## config.mk

```make
export PLATFORM = sky130hd
export DESIGN_NAME = full_adder_9_1
export DESIGN_NICKNAME = d
export VERILOG_FILES = /design/src/rtl/full_adder_9_1.sv
export SDC_FILE = /design/constraint.sdc
export NUM_CORES = 1
export LEC_CHECK = 0
export ABC_AREA = 1
export BUFFER_PORTS_ARGS = -buffer_cell sky130_fd_sc_hd__buf_2
export CAP_MARGIN = 20
export CELL_PAD_IN_SITES_DETAIL_PLACEMENT = 0
export CELL_PAD_IN_SITES_GLOBAL_PLACEMENT = 1
export CORE_AREA = 2 2 39 41
export CTS_BUF_LIST = sky130_fd_sc_hd__clkbuf_8
export DETAILED_ROUTE_END_ITERATION = 10
export DIE_AREA = 0 0 41 43
export PLACE_DENSITY_LB_ADDON = 0.12
export SETUP_SLACK_MARGIN = 0.3
export SLEW_MARGIN = 15
export SYNTH_ARGS = -nofsm -noshare
export SYNTH_HDL_FRONTEND = slang
export SYNTH_SLANG_ARGS = --single-unit
export TNS_END_PERCENT = 50
```

## constraint.sdc

```tcl
create_clock -name clk -period 3 [get_ports clk]
set_clock_uncertainty 0.15 [all_clocks]
set_input_delay 0.15 -clock clk [delete_from_list [all_inputs] [get_ports clk]]
set_output_delay 0.15 -clock clk [all_outputs]
set_load 0.05 [all_outputs]
```

## src/rtl/full_adder_9_1.sv

```systemverilog
// Registered single-bit full adder; the arithmetic core is a fixed netlist of
// nine 2-input NAND cells so the gate count is visible after elaboration.

module full_adder_9_1_nand2 (
  input  logic x,
  input  logic y,
  output logic z
);
  assign z = ~(x & y);
endmodule

module full_adder_9_1 #(
  parameter bit REG_IN = 1'b1
) (
  input  logic clk,
  input  logic rst_n,
  input  logic a,
  input  logic b,
  input  logic cin,
  output logic s,
  output logic cout
);

  logic core_a, core_b, core_cin;
  logic n1, n2, n3, n4, n5, n6, n7;
  logic s_core, cout_core;
  logic s_d, s_q, cout_d, cout_q;

  generate
    if (REG_IN) begin : g_in_reg
      logic a_d, a_q, b_d, b_q, cin_d, cin_q;

      always_comb begin
        a_d   = a;
        b_d   = b;
        cin_d = cin;
      end

      always_ff @(posedge clk) begin
        if (!rst_n) begin
          a_q   <= 1'b0;
          b_q   <= 1'b0;
          cin_q <= 1'b0;
        end else begin
          a_q   <= a_d;
          b_q   <= b_d;
          cin_q <= cin_d;
        end
      end

      assign core_a   = a_q;
      assign core_b   = b_q;
      assign core_cin = cin_q;
    end else begin : g_in_direct
      assign core_a   = a;
      assign core_b   = b;
      assign core_cin = cin;
    end
  endgenerate

  // n4 = a ^ b; the sum repeats the XOR pattern with cin, carry reuses n1/n5.
  full_adder_9_1_nand2 u_n1 (.x(core_a),   .y(core_b),   .z(n1));
  full_adder_9_1_nand2 u_n2 (.x(core_a),   .y(n1),       .z(n2));
  full_adder_9_1_nand2 u_n3 (.x(core_b),   .y(n1),       .z(n3));
  full_adder_9_1_nand2 u_n4 (.x(n2),       .y(n3),       .z(n4));
  full_adder_9_1_nand2 u_n5 (.x(n4),       .y(core_cin), .z(n5));
  full_adder_9_1_nand2 u_n6 (.x(n4),       .y(n5),       .z(n6));
  full_adder_9_1_nand2 u_n7 (.x(core_cin), .y(n5),       .z(n7));
  full_adder_9_1_nand2 u_n8 (.x(n6),       .y(n7),       .z(s_core));
  full_adder_9_1_nand2 u_n9 (.x(n1),       .y(n5),       .z(cout_core));

  always_comb begin
    s_d    = s_core;
    cout_d = cout_core;
  end

  always_ff @(posedge clk) begin
    if (!rst_n) begin
      s_q    <= 1'b0;
      cout_q <= 1'b0;
    end else begin
      s_q    <= s_d;
      cout_q <= cout_d;
    end
  end

  assign s    = s_q;
  assign cout = cout_q;

endmodule

```

==> results by group, run 1 <==
Clocking
  – Hold_buf cts: 3
  – Post-CTS Setup Inserts: 0
  – Worst-path clk slew: 0.04 ns
  – Later-pin clock latency in the skew report: 0.22 ns
  – Bufs on Longest Clock Path: 2
  – H-tree depth: 1
  – PostCTS Resize Cnt: 0
  – Clk sink count: 5
  – CTS tree: yes
  – TritonCTS Buffers: 3
  – Clock Tree Root: clkbuf_8

Die
  – Initial core utilization: 11.4%
  – Row cnt: 14
  – Num ports: 7
  – Core ar.: 1380 sq um
  – Die Area: 1760 sq um
  – Die X-Extent: 41 microns
  – DIE HEIGHT: 43 microns

Critical path
  – Crit path largest cell delay: 0.53 ns
  – Crit. End Element: flop
  – Slowest cell on crit path: fa_1
  – Startpoint types: flop
  – Critical path required time: 3.02 ns
  – Max FO, Critical Path: 1
  – CP Data Arrival Time: 1.13 ns
  – Setup Crit Path Kind: reg2reg
  – Crit-path cells: fa_1 -> nand2_1 -> inv_1

Pwr
  – Switching power: 43.9 uW
  – Sequential Power Share: 34.4%
  – Pwr dens: 743 nW/um^2
  – Logic pwr share: 9.1%
  – Clk network pwr share: 56.5%
  – Leak: 0.000167 uW
  – Peak VDD IR: 0.000252 V
  – P_int: 166 uW
  – Total power: 210 uW
  – Sw Ratio: 20.9%

Status
  – Run status: finished clean

Timing
  – # setup viols final: 0
  – Unrepaired setup endpoints after global routing: no
  – Final Hold Viols: 0
  – Max Clk Rate: 895 MHz
  – Hold WS: 0.0312 ns
  – Minimum clock period: 1.12 ns
  – Least-Margin Pin Slew: 0.249 ns
  – Relative slew slack: 83.5%
  – Period utilization: 37.2%
  – Final Max Slew Viols: 0
  – TNS Setup: 0 ns

Routing
  – Vias/cell: 2.62
  – TritonRoute pass-1 iters: 2
  – Drt total wl: 276 microns
  – DRC: 0
  – Detail Route Antenna Nets: 0
  – Via Count: 118
  – Initial DRC Count: 2
  – Drt wl/cell: 6.13 microns

GRT
  – Overflow after GRT: 0
  – Total Routing Usage GR: 4.02%
  – Antenna violations before repair: 0
  – Largest net degree at the start of global routing: 6
  – Number of global-route vias before repair: 90
  – First-pass GRT wire length: 365 microns

Place
  – Gpl congestion: 0.572
  – IO buf count: 6
  – Placed Area: 208 sq um

Logic synthesis
  – Avg Synthesized Cell Area: 9.85 sq um
  – Synth Cell Area: 158 sq um
  – Cell variety after synth: 4
  – Register area share after synthesis: 63.5%
  – Synth warn: 0
  – Syn Nets: 22
  – Yosys reg bits: 5
  – Post-Syn Instances: 16

Final layout
  – Ant diodes: 0
  – Share of layout cells above drive strength 1: 31.0%
  – Area delta synth->final: 79.4%
  – Final Cell Area: 283 sq um
  – Final core occ: 20.4%
  – Final net count: 36
  – Commonest cells after routing, fill and taps aside: inv_1 (6), buf_2 (6), nand2_1 (5), dfxtp_1 (5)

Hold path
  – Min-delay worst type: in2reg

Run
  – Maxcap violations: 0
==> cell type report <==
type                       count  area (sq um)
fill                         151          1100
sequential                     5           100
timing repair buffer           9          60.1
clock buffer                   3          41.3
multi-input combinational      6          38.8
tap                           16          20.0
inverter                       5          18.8
clock inverter                 1          3.75
==> state kept, by name (all words and copies together) (netlist names) <==
signal	flops
core_b	1
core_a	1
core_cin	1
cout	1
s	1
==> critical path, delay by kind of cell, from the launching register on <==
| kind | cells | cell delay, ns |
|---|---|---|
| buffers and inverters | 1 | 0.04 |
| DFF | 1 | 0.30 |
| and+or+nand+nor | 1 | 0.05 |
| adders and majority gates | 1 | 0.53 |
==> Yosys cell counts <==
| library cell | count | area (sq um) |
|---|---|---|
| nand2_1 | 5 | 18.8 |
| dfxtp_1 | 5 | 100 |
| inv_1 | 5 | 18.8 |
| fa_1 | 1 | 20.0 |
==> worst paths after layout <==
kind	start	endpoint	slack, ns	depth (start not counted)
max	core_a	s	1.88	3
min	rst_n	core_cin	0.03	3
max reg2reg	core_a	s	1.88	3
min reg2reg	core_cin	s	0.43	3
==> power by group through the flow <==
stage / Clock [uW] / Combinational (uW) / Sequential [uW]
after floorplan: 0 / 3.81 / 80.2
after global placement: 0 / 16.3 / 73.5
after detailed placement: 0 / 16.5 / 73.4
after CTS: 125 / 19.4 / 72.3
after global routing: 131 / 21.4 / 72.7
final: 119 / 19.1 / 72.3
==> stage by stage <==
step                instances  worst slack (ns)
global route               45              1.84
CTS                        45              1.88
floorplan                  16              1.90
global placement           38              1.89
detailed placement         38              1.88
finish                     45              1.88
==> cells by family (layout without fill, tap and decap cells) <==
| kind of cell | count (synthesis) | after routing | share of synthesized area (%) |
|---|---|---|---|
| fa+ha+maj | 1 | 1 | 12.7 |
| buf+inv | 5 | 18 | 11.9 |
| flops | 5 | 5 | 63.5 |
| simple gates | 5 | 5 | 11.9 |
==> per-layer routing <==
| metal | track usage (%) | up-vias | wire length [microns] |
|---|---|---|---|
| met5 | 0 | - | 0 |
| met4 | 4.00 | 0 | 0 |
| met3 | 6.28 | 0 | 42 |
| met2 | 2.50 | 7 | 95 |
| met1 | 4.52 | 42 | 138 |
| li1 | - | 69 | - |
Note: power is estimated with default switching activity, not from simulation.
==> run 2: changes to the inputs <==
clock period = 1.15 ns   (was 3 ns; I/O delays follow)
==> run 2 against run 1 <==
The run now ends with hold timing left. Maximum frequency up 0.10%. Hold slack worse by 0.092 ns. Critical path depth unchanged. Utilization up 1.6 points. Power rose to 2.6 times the previous value. Sequential power rose to 2.6 times the previous value. Worst setup slack worse by 1.8 ns. Clock power rose to 2.6 times the previous value. Non-clock buffer count unchanged. Register-to-register slack worse by 1.8 ns. Sequential share of layout area down 2.2 points.
==> results by group, run 2 (synthesis gave the netlist of run 1 again) <==
Clocking
  – H-tree depth: 1
  – Clk sink count: 5
  – Clock Tree Root: clkbuf_8
  – CTS tree: yes
  – TritonCTS Buffers: 3
  – Hold_buf cts: 3
  – Worst-path clk slew: 0.03 ns
  – Bufs on Longest Clock Path: 2
  – Later-pin clock latency in the skew report: 0.22 ns

GRT
  – Largest net degree at the start of global routing: 6
  – Total Routing Usage GR: 5.13%
  – Antenna violations before repair: 0
  – Number of global-route vias before repair: 120
  – Overflow after GRT: 0
  – First-pass GRT wire length: 448 microns

Critical path
  – Max FO, Critical Path: 1
  – Setup Crit Path Kind: reg2reg
  – Startpoint types: flop
  – CP Data Arrival Time: 1.13 ns
  – R2R Setup Slk: 0.03 ns
  – Critical path required time: 1.16 ns
  – Worst R2R End: s
  – Critical R2R Launch: core_a
  – R2R cell count: 3
  – Crit. End Element: flop

Run
  – Maxcap violations: 0

Pwr
  – Peak VDD IR: 0.000354 V
  – Pwr dens: 1820 nW/um^2
  – Sequential Power Share: 34.3%
  – Switching power: 113 uW
  – Leak: 0.000188 uW
  – Clk network pwr share: 55.3%
  – Sw Ratio: 20.4%
  – Logic pwr share: 10.4%
  – P_int: 442 uW

Timing
  – Unrepaired setup endpoints after global routing: yes
  – Relative slew slack: 92.8%
  – Hold WS: -0.0606 ns
  – # setup viols final: 0
  – Final Hold Viols: 5
  – Minimum clock period: 1.12 ns
  – Final Max Slew Viols: 0
  – Period utilization: 97.0%
  – Final worst slack: 0.0343 ns
  – Max Clk Rate: 896 MHz
  – Least-Margin Pin Slew: 0.108 ns

Final layout
  – Leading cell type in the layout, fill and taps excluded: inv_1
  – Share of layout cells above drive strength 1: 34.5%
  – Area delta synth->final: 93.7%
  – Fill cells: 158
  – Ant diodes: 0
  – Area occupied by multi-input gates: 38.8 sq um
  – Commonest cells after routing, fill and taps aside: inv_1 (6), nand2_1 (5), dfxtp_1 (4), buf_2 (4), clkbuf_8 (3)
  – Non-Filler Instances: 45
  – Reg area: 101 sq um
  – Final net count: 36

Hold path
  – Hold Path Depth: 3
  – Min-delay worst type: in2reg
  – Worst Hold End: core_b
  – Hold Crit Start: rst_n

Status
  – Run status: finished, violations left
  – Failing checks: hold timing

Routing
  – Drt wl/cell: 5.93 microns
  – Detail Route Antenna Nets: 0
  – TritonRoute pass-1 iters: 1
  – DRC: 0
  – Drt total wl: 267 microns
  – Vias/cell: 2.76
  – Initial DRC Count: 0
  – Via Count: 124

Place
  – IO buf count: 6
  – Pre-CTS setup slack: 0.0338 ns
  – Placed Cells: 38
  – Gpl congestion: 0.555

Die
  – Num ports: 7
  – Core ar.: 1380 sq um
  – Row cnt: 14
  – Die Area: 1760 sq um
  – Initial core utilization: 11.4%
  – DIE HEIGHT: 43 microns
  – Die X-Extent: 41 microns
==> run 2: cell count changes in the layout (fill, tap and decap cells not counted) <==
cell	before	now
buf_2	6	4
dlygate4sd3_1	3	1
dlymetal6s4s_1	0	2
buf_6	0	1
buf_8	0	1
dfxtp_1	5	4
dfxtp_2	0	1
==> run 2: timing repair <==
item	in CTS	in global routing
setup endpoints to repair	4	6
hold endpoints to repair	5	5
setup buffers	0	0
resized for setup	0	10
cloned	0	0
==> run 2: critical path: stages, from the launching register on <==
cell,delay [ns]
dfxtp_1,0.30
fa_1,0.53
nand2_1,0.04
inv_1,0.04
==> run 2: worst max path at each step <==
stage	from	end	slack [ns]	depth (start not counted)
floorplan	core_a	s	0.05	3
global placement	core_a	s	0.04	3
detailed placement	core_a	s	0.03	3
CTS	core_a	s	0.03	3
global route	core_a	s	-0.005	3
finish	core_a	s	0.03	3
==> run 2: metrics by stage <==
step	setup TNS, ns	utilization (%)	total power, uW	instance area, sq um	hold slack (ns)
after global routing	-0.00466	22.1	591	305	-0.0335
after global placement	0	15.0	234	208	0.0958
after detailed placement	0	15.0	234	208	0.0928
after floorplan	0	-	219	158	0.000953
final	0	22.1	555	305	-0.0606
after CTS	0	20.4	561	283	-0.0601
==> run 2: layout make-up <==
type	instances	share of cell area, %
Inverter	5	6.15
Timing Repair Buffer	9	26.6
Clock buffer	3	13.5
Clock inverter	1	1.23
Multi-Input combinational cell	6	12.7
Sequential cell	5	33.2
Tap cell	16	6.56
==> run 2: power groups by stage <==
stage | Clock (uW) | Sequential [uW] | Combinational (uW)
after floorplan | 0 | 209 | 9.95
after global placement | 0 | 192 | 42.5
after detailed placement | 0 | 192 | 42.7
after CTS | 322 | 189 | 50.3
after global routing | 335 | 191 | 64.6
final | 307 | 191 | 57.5
==> run 2: layer usage <==
metal,wire (microns),vias up,GRT usage [%]
met3,45,0,4.71
met4,0,0,10.0
li1,-,68,-
met5,0,-,0
met2,122,7,4.69
met1,99,49,3.87
